===== config.mk =====
export PLATFORM = sky130hd
export DESIGN_NAME = ahblite_filter_ctrl
export DESIGN_NICKNAME = d
export VERILOG_FILES = /design/src/rtl/ahblite_filter_ctrl.sv
export SDC_FILE = /design/constraint.sdc
export NUM_CORES = 1
export LEC_CHECK = 0
export ABC_AREA = 1
export BUFFER_PORTS_ARGS = -buffer_cell sky130_fd_sc_hd__clkbuf_2
export CAP_MARGIN = 5
export CELL_PAD_IN_SITES_DETAIL_PLACEMENT = 0
export CELL_PAD_IN_SITES_GLOBAL_PLACEMENT = 2
export CORE_MARGIN = 3
export CORE_UTILIZATION = 23
export CTS_CLUSTER_DIAMETER = 60
export DETAILED_ROUTE_END_ITERATION = 7
export PLACE_DENSITY_LB_ADDON = 0.2
export REMOVE_ABC_BUFFERS = 1
export SLEW_MARGIN = 5
export SYNTH_ARGS = -nofsm -noshare
export SYNTH_HDL_FRONTEND = slang
export SYNTH_SLANG_ARGS = --single-unit

===== constraint.sdc =====
create_clock -name HCLK -period 4.15 [get_ports HCLK]
set_input_delay 0.2075 -clock HCLK [delete_from_list [all_inputs] [get_ports HCLK]]
set_output_delay 0.2075 -clock HCLK [all_outputs]
set_load 0.1 [all_outputs]

===== src/rtl/ahblite_filter_ctrl.sv =====
// AHB-Lite control/status block for NCH filter engines.
// Holds per-channel enable and mode, issues start pulses, tracks busy and
// sticky done flags, counts completions and raises a level interrupt.
module ahblite_filter_ctrl #(
   parameter int NCH    = 4,
   parameter int MODE_W = 2
) (
   input  logic                  HCLK,
   input  logic                  HRESET,
   input  logic                  HSEL,
   input  logic [31:0]           HADDR,
   input  logic [1:0]            HTRANS,
   input  logic [2:0]            HSIZE,
   input  logic [3:0]            HPROT,
   input  logic                  HWRITE,
   input  logic [31:0]           HWDATA,
   input  logic                  HREADY,
   output logic                  HREADYOUT,
   output logic                  HRESP,
   output logic [31:0]           HRDATA,
   output logic [NCH-1:0]        ch_en,
   output logic [NCH*MODE_W-1:0] ch_mode,
   output logic [NCH-1:0]        ch_start,
   input  logic [NCH-1:0]        ch_done,
   output logic                  irq
);

   localparam logic [2:0] OFF_CTRL   = 3'd0;
   localparam logic [2:0] OFF_MODE   = 3'd1;
   localparam logic [2:0] OFF_START  = 3'd2;
   localparam logic [2:0] OFF_STATUS = 3'd3;
   localparam logic [2:0] OFF_IRQEN  = 3'd4;
   localparam logic [2:0] OFF_CNT    = 3'd5;

   logic [2:0]            addr_q, addr_d;
   logic                  write_q, write_d;
   logic [NCH-1:0]        ctrl_q, ctrl_d;
   logic [NCH*MODE_W-1:0] mode_q, mode_d;
   logic [NCH-1:0]        busy_q, busy_d;
   logic [NCH-1:0]        done_q, done_d;
   logic [NCH-1:0]        irq_en_q, irq_en_d;
   logic [15:0]           done_cnt_q, done_cnt_d;
   logic [NCH-1:0]        ch_start_q, ch_start_d;
   logic                  irq_q, irq_d;

   logic                  sel;
   logic                  wr;
   logic [NCH-1:0]        start_req;
   logic [NCH-1:0]        abort;
   logic [NCH-1:0]        w1c;
   logic [NCH-1:0]        done_acc;
   logic [NCH-1:0]        start_iss;
   logic [15:0]           pop;

   // Transfer size, protection and address bits outside the map are don't-cares.
   logic unused_inputs;
   assign unused_inputs = ^{HSIZE, HPROT, HADDR, HTRANS[0], HWDATA};

   assign HREADYOUT = 1'b1;
   assign HRESP     = 1'b0;
   assign ch_en     = ctrl_q;
   assign ch_mode   = mode_q;
   assign ch_start  = ch_start_q;
   assign irq       = irq_q;

   // Next-state: bus pipeline, register writes, channel start/done/abort and completion count.
   always_comb begin
      sel        = HSEL & HTRANS[1] & HREADY;
      wr         = write_q & HREADY;
      addr_d     = sel ? HADDR[4:2] : addr_q;
      write_d    = HREADY ? (sel & HWRITE) : write_q;
      ctrl_d     = ctrl_q;
      mode_d     = mode_q;
      irq_en_d   = irq_en_q;
      start_req  = '0;
      abort      = '0;
      w1c        = '0;
      if (wr) begin
         case (addr_q)
            OFF_CTRL: begin
               ctrl_d = HWDATA[NCH-1:0];
               abort  = busy_q & ~HWDATA[NCH-1:0];
            end
            OFF_MODE:   mode_d    = HWDATA[NCH*MODE_W-1:0];
            OFF_START:  start_req = HWDATA[NCH-1:0];
            OFF_STATUS: w1c       = HWDATA[8 +: NCH];
            OFF_IRQEN:  irq_en_d  = HWDATA[NCH-1:0];
            default: ;
         endcase
      end
      done_acc  = ch_done & busy_q & ~abort;
      start_iss = start_req & ctrl_q & ~busy_q;
      busy_d    = (busy_q & ~done_acc & ~abort) | start_iss;
      done_d    = (done_q & ~w1c) | done_acc;
      pop       = '0;
      for (int i = 0; i < NCH; i++) begin
         pop = pop + 16'(done_acc[i]);
      end
      done_cnt_d = (wr && (addr_q == OFF_CNT)) ? pop : (done_cnt_q + pop);
      ch_start_d = start_iss;
      irq_d      = |(done_q & irq_en_q);
   end

   // State register with synchronous reset.
   always_ff @(posedge HCLK) begin
      if (HRESET) begin
         addr_q     <= '0;
         write_q    <= 1'b0;
         ctrl_q     <= '0;
         mode_q     <= '0;
         busy_q     <= '0;
         done_q     <= '0;
         irq_en_q   <= '0;
         done_cnt_q <= '0;
         ch_start_q <= '0;
         irq_q      <= 1'b0;
      end else begin
         addr_q     <= addr_d;
         write_q    <= write_d;
         ctrl_q     <= ctrl_d;
         mode_q     <= mode_d;
         busy_q     <= busy_d;
         done_q     <= done_d;
         irq_en_q   <= irq_en_d;
         done_cnt_q <= done_cnt_d;
         ch_start_q <= ch_start_d;
         irq_q      <= irq_d;
      end
   end

   // Read mux driven by the registered data-phase address.
   always_comb begin
      HRDATA = '0;
      case (addr_q)
         OFF_CTRL:   HRDATA[NCH-1:0]        = ctrl_q;
         OFF_MODE:   HRDATA[NCH*MODE_W-1:0] = mode_q;
         OFF_STATUS: begin
            HRDATA[NCH-1:0]  = busy_q;
            HRDATA[8 +: NCH] = done_q;
         end
         OFF_IRQEN:  HRDATA[NCH-1:0]        = irq_en_q;
         OFF_CNT:    HRDATA[15:0]           = done_cnt_q;
         default: ;
      endcase
   end

endmodule


==> out/qor.csv <==
stage;metric;value;unit
status;status;completed;
logic_synthesis;synth_area;2560;µm²
clock_tree;cts_max_path_buffers;2;
floorplan;coreArea;10600;µm²
sta;fin_crit;3760;ps
clock_tree;post_cts_buffers;0;
routing;vias;2434;
floorplan;dieArea;12400;µm²
floorplan;die_h;112;µm
worst_setup_path;cp-start-kind;flip-flop;
routing;post_drt_wl_per_cell;13.1;µm
routing;ant_nets;0;
power_and_ir_drop;power_density;332;nW/µm²
cells_and_area;diodes;0;
clock_tree;insertion_delay;310;ps
floorplan;io_pins;133;
sta;fin_crit_sh;90.5;%
cells_and_area;drive_gt1_share;19.0;%
power_and_ir_drop;p_leak;0.00136;µW
clock_tree;cts_resized;0;
routing;drc;0;
sta;max-slew-margin-rel;51.4;%
floorplan;row_count;37;
global_route;grt_pass1_vias;2449;
routing;drt_iter0_markers;101;
cells_and_area;final_common_cell;nand2_1;
placement;dp_hpwl;5790;µm
cells_and_area;syn_to_final_growth;19.5;%
cells_and_area;postLayoutCoreUtil;29.0;%
sta;grt_setup_unrepaired;false;
clock_tree;cts_hold_buffers;0;
logic_synthesis;yosys_warnings;0;
sta;clock_skew;11.6;ps
global_route;grt-ovfl-total;0;
worst_setup_path;path_class;reg -> reg;
worst_setup_path;cp-end-kind;flip-flop;
sta;max_freq;266;MHz
logic_synthesis;synth-seq-area-share;38.3;%
global_route;grt_max_degree;25;
routing;via_per_inst;4.29;
logic_synthesis;synth_largest_area_cell;dfxtp_1;
cells_and_area;final_cells;568;
global_route;grt_pass1_wl;12200;µm
cells_and_area;final_cell_mix;68 x nand2_1, 57 x clkbuf_2, 53 x inv_1, 49 x dfxtp_1, 43 x nor2_1;
global_route;antenna_found_initial;0;
worst_setup_path;r2r_setup_slack;390;ps
logic_synthesis;synth_top_area_share;38.3;%
clock_tree;clk_pin_slew_worst_paths;90;ps
sta;holdWs;131;ps
clock_tree;cts_buffers;5;
sta;setup_viol;0;
floorplan;start_util;24.3;%
power_and_ir_drop;ir_worst_vdd;116;µV
global_route;track_usage;12.2;%
routing;drt-total-wl;7460;µm
logic_synthesis;synth-seq-cells;49;
sta;hold_viol;0;
logic_synthesis;syn_avg_cell_area;6.86;µm²
hold_path;hp-class;in -> reg;
floorplan;die_w;112;µm
clock_tree;cts_tree;yes;
placement;placed_cells;560;
sta;finalMaxSlewViolations;0;
logic_synthesis;yosys.cell_types.count;25;
clock_tree;clockRootBuffer;clkbuf_8;
worst_setup_path;arrival;4000;ps
placement;gp_congestion;0.719;
routing;first_pass_iters;4;
logic_synthesis;yosys-top-cells-area;dfxtp_1 38%, nand2_1 10%, inv_1 7.8%;
cells_and_area;nets;520;
sta;fin_setup_tns;0;ps
worst_setup_path;cp_max_fo;6;
clock_tree;htree_num_levels;2;
worst_setup_path;worst-endpoint-required;4400;ps
clock_tree;cts.sinks;49;
sta;tightest_slew;728;ps
placement;io_buffers;57;
job;max_cap_violations;0;
logic_synthesis;synthesis.instances;373;
## power breakdown
group	internal (µW)	switching (µW)	leakage, µW
sequential	472	3.07	0.000395
clock	240	173	0.0000681
combinational	16.2	112	0.000898
## synth_stat cells
cell type,number
nand4_1,9
nand3_2,1
buf_4,19
inv_2,7
nor3_4,1
o22ai_1,6
o21ai_1,13
conb_1,2
a31oi_1,1
nor2_1,43
xor2_1,1
nand3b_1,3
or2_2,3
a22oi_1,1
nand3_1,23
o211a_1,1
ha_1,5
nand2_1,68
dfxtp_1,49
inv_1,53
clkbuf_1,4
nor2_2,4
fa_1,2
a21oi_1,35
o21ai_0,19
## metrics by stage
step | cell area (µm²) | setup WS, ps | power, µW
2_1_floorplan | 2460 | 915 | 588
3_3_place_gp | 2930 | 357 | 616
3_5_place_dp | 2930 | 361 | 615
4_1_cts | 3060 | 333 | 1040
5_1_grt | 3060 | 67.9 | 1070
6_report | 3060 | 395 | 1020
## logic make-up (layout without fill, tap and decap cells)
group / count (synthesis) / in the layout / synth area share [%]
buffers and inverters: 83 / 126 / 15.0
XOR/XNOR: 1 / 1 / 0.342
flip-flops: 49 / 49 / 38.3
other: 2 / 18 / 0.293
AND/OR/NAND/NOR: 155 / 155 / 26.6
adder cells (fa/ha/maj): 7 / 7 / 4.01
AO/OA/AOI/OAI: 76 / 76 / 15.5
## critical path, stage by stage (launching register included)
cell and delay, ps:
dfxtp_1 360, nor2_2 180, nand2_1 160, nor2_2 280
nand2_1 160, nand3_1 130, inv_1 70, fa_1 480
ha_1 210, ha_1 330, inv_1 70, fa_1 430
inv_1 70, nand2_1 60, a21oi_1 260, buf_4 200
nand3_1 70, nand2_1 70, inv_1 30, nor2_1 80
## path summary, 6_finish.rpt
path                                              from                        end  depth (start not counted)
worst max-delay path            addr_q[0]$_SDFFE_PP0P_  done_cnt_q[10]$_SDFF_PP0_                         19
worst min-delay path                         HWDATA[6]    ch_mode[6]$_SDFFE_PP0P_                          3
worst max register to register  addr_q[0]$_SDFFE_PP0P_  done_cnt_q[10]$_SDFF_PP0_                         19
worst min register to register    write_q$_SDFFE_PP0P_       write_q$_SDFFE_PP0P_                          2
## layer usage
metal	wire [µm]	track usage, %	up-vias
met3	291	2.66	5
li1	-	-	1277
met4	71	2.92	0
met2	3430	20.3	47
met1	3660	16.1	1105
met5	0	0	-
## state kept, by name (all words and copies together), names as in the netlist
register	flops
addr_q	3
busy_q	4
ch_en	4
ch_mode	8
ch_start	4
done_cnt_q	16
done_q	4
irq	1
irq_en_q	4
write_q	1
## layout make-up
class                      count  area, µm²
inverter                      60        225
sequential                    49        981
timing repair buffer          58        293
fill                        1215       7500
clock inverter                 3       65.1
multi-input combinational    257       1260
clock buffer                   5       68.8
tap                          136        170
(Power assumes the default switching activity.)
